File: config.mk
export PLATFORM = sky130hd
export DESIGN_NAME = spike_fetch_sequencer
export DESIGN_NICKNAME = d
export VERILOG_FILES = /design/src/rtl/snn_pkg.sv /design/src/rtl/lsb_prio_enc.sv /design/src/rtl/spike_fetch_sequencer.sv
export SDC_FILE = /design/constraint.sdc
export NUM_CORES = 1
export LEC_CHECK = 0
export CAP_MARGIN = 10
export CORE_MARGIN = 8
export CORE_UTILIZATION = 55
export DETAILED_ROUTE_END_ITERATION = 6
export PLACE_DENSITY_LB_ADDON = 0.05
export SYNTH_ARGS = -nofsm -noshare
export SYNTH_HDL_FRONTEND = slang
export SYNTH_SLANG_ARGS = --single-unit
File: constraint.sdc
create_clock -name CLK -period 4 [get_ports CLK]
set_input_delay 0.8 -clock CLK [delete_from_list [all_inputs] [get_ports CLK]]
set_output_delay 0.8 -clock CLK [all_outputs]
set_load 0.005 [all_outputs]
File: src/rtl/snn_pkg.sv
// Shared constants and state encoding for the spiking-neuron datapath.
package snn_pkg;

   localparam int SNN_ADR_W  = 6;
   localparam int SNN_INPUTS = 64;

   typedef enum logic [1:0] {
      IDLE,
      LOAD,
      SCAN,
      FIN
   } seq_state_t;

endpackage

File: src/rtl/lsb_prio_enc.sv
// Combinational lowest-set-bit priority encoder: index 0 wins, bit INPUTS-1 is found last.
module lsb_prio_enc #(
   parameter int INPUTS = 64,
   parameter int ADR_W  = 6
) (
   input  logic [INPUTS-1:0] in_i,
   output logic [ADR_W-1:0]  idx_o,
   output logic              any_o
);

   // Descending sweep so the lowest set bit is the last assignment to stick.
   always_comb begin
      idx_o = '0;
      for (int i = INPUTS - 1; i >= 0; i--) begin
         if (in_i[i]) idx_o = ADR_W'(i);
      end
   end

   assign any_o = |in_i;

endmodule

File: src/rtl/spike_fetch_sequencer.sv
// Latches a time-step spike vector and issues one weight-RAM address plus EN per active input.
module spike_fetch_sequencer
   import snn_pkg::*;
#(
   parameter int ADR_W  = SNN_ADR_W,
   parameter int INPUTS = SNN_INPUTS,
   parameter int CNT_W  = ADR_W + 1
) (
   input  logic              CLK,
   input  logic              RST,
   input  logic              START,
   input  logic [INPUTS-1:0] SPIKE_VEC,
   output logic [ADR_W-1:0]  DPRA,
   output logic              EN,
   output logic              ACC_CLR,
   output logic              BUSY,
   output logic              DONE,
   output logic [CNT_W-1:0]  COUNT
);

   seq_state_t        state_q, state_d;
   logic [INPUTS-1:0] mask_q, mask_d;
   logic [ADR_W-1:0]  dpra_q, dpra_d;
   logic              en_q, en_d;
   logic              clr_q, clr_d;
   logic              busy_q, busy_d;
   logic              done_q, done_d;
   logic [CNT_W-1:0]  count_q, count_d;

   logic [ADR_W-1:0]  lsb_idx;
   logic              lsb_any;

   lsb_prio_enc #(
      .INPUTS (INPUTS),
      .ADR_W  (ADR_W)
   ) u_enc (
      .in_i  (mask_q),
      .idx_o (lsb_idx),
      .any_o (lsb_any)
   );

   always_comb begin
      state_d = state_q;
      mask_d  = mask_q;
      dpra_d  = dpra_q;
      en_d    = 1'b0;
      clr_d   = 1'b0;
      busy_d  = busy_q;
      done_d  = 1'b0;
      count_d = count_q;
      case (state_q)
         IDLE, FIN: begin
            if (START) begin
               state_d = LOAD;
               mask_d  = SPIKE_VEC;
               count_d = '0;
               clr_d   = 1'b1;
               busy_d  = 1'b1;
            end else begin
               state_d = IDLE;
            end
         end
         // An empty mask on entry or after the last issued address ends the step.
         LOAD, SCAN: begin
            if (lsb_any) begin
               state_d = SCAN;
               dpra_d  = lsb_idx;
               en_d    = 1'b1;
               mask_d  = mask_q & (mask_q - INPUTS'(1));
               count_d = count_q + CNT_W'(1);
            end else begin
               state_d = FIN;
               done_d  = 1'b1;
               busy_d  = 1'b0;
            end
         end
         default: state_d = IDLE;
      endcase
   end

   always_ff @(posedge CLK) begin
      if (!RST) begin
         state_q <= IDLE;
         mask_q  <= '0;
         dpra_q  <= '0;
         en_q    <= 1'b0;
         clr_q   <= 1'b0;
         busy_q  <= 1'b0;
         done_q  <= 1'b0;
         count_q <= '0;
      end else begin
         state_q <= state_d;
         mask_q  <= mask_d;
         dpra_q  <= dpra_d;
         en_q    <= en_d;
         clr_q   <= clr_d;
         busy_q  <= busy_d;
         done_q  <= done_d;
         count_q <= count_d;
      end
   end

   assign DPRA    = dpra_q;
   assign EN      = en_q;
   assign ACC_CLR = clr_q;
   assign BUSY    = busy_q;
   assign DONE    = done_q;
   assign COUNT   = count_q;

endmodule

==> impl_metrics.ini <==
[logic_synthesis]
postSynthAreaPerCell_sq_um = 8.062
synth_nets = 659
ys_types = 71
syn_inst = 591
synth-seq-cells = 83
synthArstFlopShare_pct = 0
synth_area_sq_um = 4765
synth_edf_count = 0
yosysWarnings = 0
synth_ff_type = dfxtp_1
seq_area_frac_synth_pct = 34.87

[power_and_ir_drop]
leakagePower_nw = 2.214
ir_drop_uv = 210.9
swShare_pct = 37.66
p_seq_share_pct = 41.4
combPwrFrac_pct = 33.1
p_int_mw = 1.563
power_density_nw_per_um2 = 427.5
p_sw_uw = 944.0
clock_power_share_pct = 25.4

[die]
fp-row-count = 34
design.core.area_sq_um = 8551
die_area_sq_um = 11900
start_util_pct = 55.72
ios = 84
die_h_um = 109.1
die_x_um = 109.1

[critical_path]
cp-end-kind = flip-flop
r2r.worst_path.cells = 6
worstPathArrival_ps = 2860
path_class = reg -> reg
worst_setup_path_start_kind = flip-flop
cp.required_ps = 4240
worst-path-max-fanout = 8

[sta]
whs_ps = 459.7
hold_viol_final = 0
skew_ps = 14.58
setup_tns_ps = 0
maxSlewViolCount = 0
clock.fmax_ghz = 0.3823
grt_setup_unrepaired = no
fin_crit_sh_pct = 65.39
tightest_slew_ps = 902.3
fin_crit_ps = 2616
setup_viol = 0
max_slew_margin_pct = 39.70

[clock_network]
cts-resized-gates = 0
htree_num_levels = 3
tritoncts = yes
clockBufferDepth = 2
cts_buffers = 9
insertion_delay_ps = 380
hold_buffers = 0
post-cts-setup-buffers = 0
clkTransAtPathRegs_ps = 100
clock_sink_count = 83
root_buffer = clkbuf_8

[route]
vias = 4779
first_pass_iters = 5
avgViaCountPerCell = 6.135
postRouteWirelength_um = 13950
ant_nets = 0
drt-wirelength-per-cell_um = 17.91
drt_drc_violations_left = 0
drt_iter0_markers = 302

[placed_design]
dpl.hpwl_um = 10250
io_buffers = 83
gp_congestion = 0.9538

[layout]
nets = 734
multi_input_area_sq_um = 2918
antenna_cells = 0
final_common_cell = nand2_1
mostFrequentLayoutCells = nand2_1 (104), dfxtp_1 (83), clkdlybuf4s50_1 (83), nor2_1 (62), a21oi_1 (38)
area_delta_synth_final_pct = 23.08
ff_latch_area_sq_um = 1662
drive_above_1_share_pct = 9.389
fillers = 748

[run_status]
status = complete, no violations

[global_routing]
grt_max_degree = 51
grt_overflow_total = 0
track_usage_pct = 23.81
grt_pass1_vias = 4563
grt_pass1_wl_um = 22630
antenna_found_initial = 0

[hold_path]
hold_path_class = reg -> reg
holdPathStages = 2

[flow_run]
cap_violations = 0
## flip-flops by register name (all words and copies together) (netlist names)
signal / flops
BUSY: 1
state_q: 2
COUNT: 7
DONE: 1
mask_q: 64
DPRA: 6
ACC_CLR: 1
EN: 1
## per-stage QoR
stage | instance area (sq um) | power, mW | utilization (%) | worst slack [ps] | cells
after global routing | 5864 | 2.635 | 68.58 | 1195 | 779
after detailed placement | 5665 | 1.869 | 66.26 | 1256 | 763
final | 5864 | 2.507 | 68.58 | 1384 | 779
after CTS | 5864 | 2.496 | 68.58 | 1410 | 779
after global placement | 5665 | 1.853 | 66.26 | 1282 | 763
after floorplan | 4765 | 1.595 | - | 1998 | 591
## power groups by stage
stage	clock, mW	sequential, mW	combinational [mW]
floorplan	0	1.03	0.569
global placement	0	1.05	0.802
detailed placement	0	1.05	0.815
CTS	0.637	1.04	0.823
global route	0.673	1.05	0.910
finish	0.638	1.04	0.831
## kinds of logic after synthesis
family                   Yosys count  synth area share, %
flip-flops                        83                34.87
buffers and inverters             44                3.913
adder cells (fa/ha/maj)            1               0.2626
multiplexers                      15                3.151
XOR/XNOR                           7                1.444
AND/OR/NAND/NOR                  299                35.35
AO/OA/AOI/OAI                    142                21.01
## critical path: stages (launching register included)
cell	delay, ps
dfxtp_1	380
nor4_4	460
nand2_1	170
nor4_1	620
nand2_1	250
nor4_4	450
a31oi_1	150
## per-layer routing
layer  track usage (%)  vias to the layer above  routed length, um
met5                 0                        -                  0
met4             8.504                        0                275
met2             39.56                      194               6844
met1             30.07                     2236               5935
li1                  -                     2327                  -
met3             4.492                       22                895
## synth_stat cells, types with 3 or more instances
master	n	share of area, %
a211oi_1	7	1.1
a21boi_0	3	0.47
a21oi_1	38	4.0
a221oi_1	10	1.8
a311oi_1	3	0.55
a31oi_1	8	1.1
and2_1	8	1.1
and3_1	5	0.66
and4_1	4	0.74
buf_2	5	0.53
clkbuf_1	17	1.3
dfxtp_1	83	35
inv_1	18	1.4
mux2i_1	15	3.2
nand2_1	104	8.2
nand2b_1	13	1.7
nand3_1	10	1.1
nand4_1	5	0.66
nand4_2	3	0.79
nor2_1	62	4.9
nor2b_1	5	0.66
nor3_1	24	2.5
nor4_1	14	1.8
nor4_2	7	1.8
nor4_4	9	4.0
o211ai_1	16	2.5
o21ai_0	21	2.2
o21bai_1	4	0.63
o31ai_1	4	0.63
or2_2	3	0.39
or3_1	3	0.39
or4_1	4	0.63
xor2_1	5	0.92
## area by class of cell
cell class                      count  area share (%)
Clock inverter                      7           1.280
Inverter                           18           1.152
Multi-Input combinational cell    464           49.75
Clock buffer                        9           2.112
Sequential cell                    83           28.33
Tap cell                          108           2.304
Timing Repair Buffer               90           15.06
## worst paths after layout
kind | slack (ps) | end | startpoint
min | 460 | DPRA[2] | DPRA[2]
min reg2reg | 460 | DPRA[2] | DPRA[2]
max | 1380 | mask_q[57] | mask_q[5]
max reg2reg | 1380 | mask_q[57] | mask_q[5]
No activity file was read; power rests on OpenSTA's default activity.
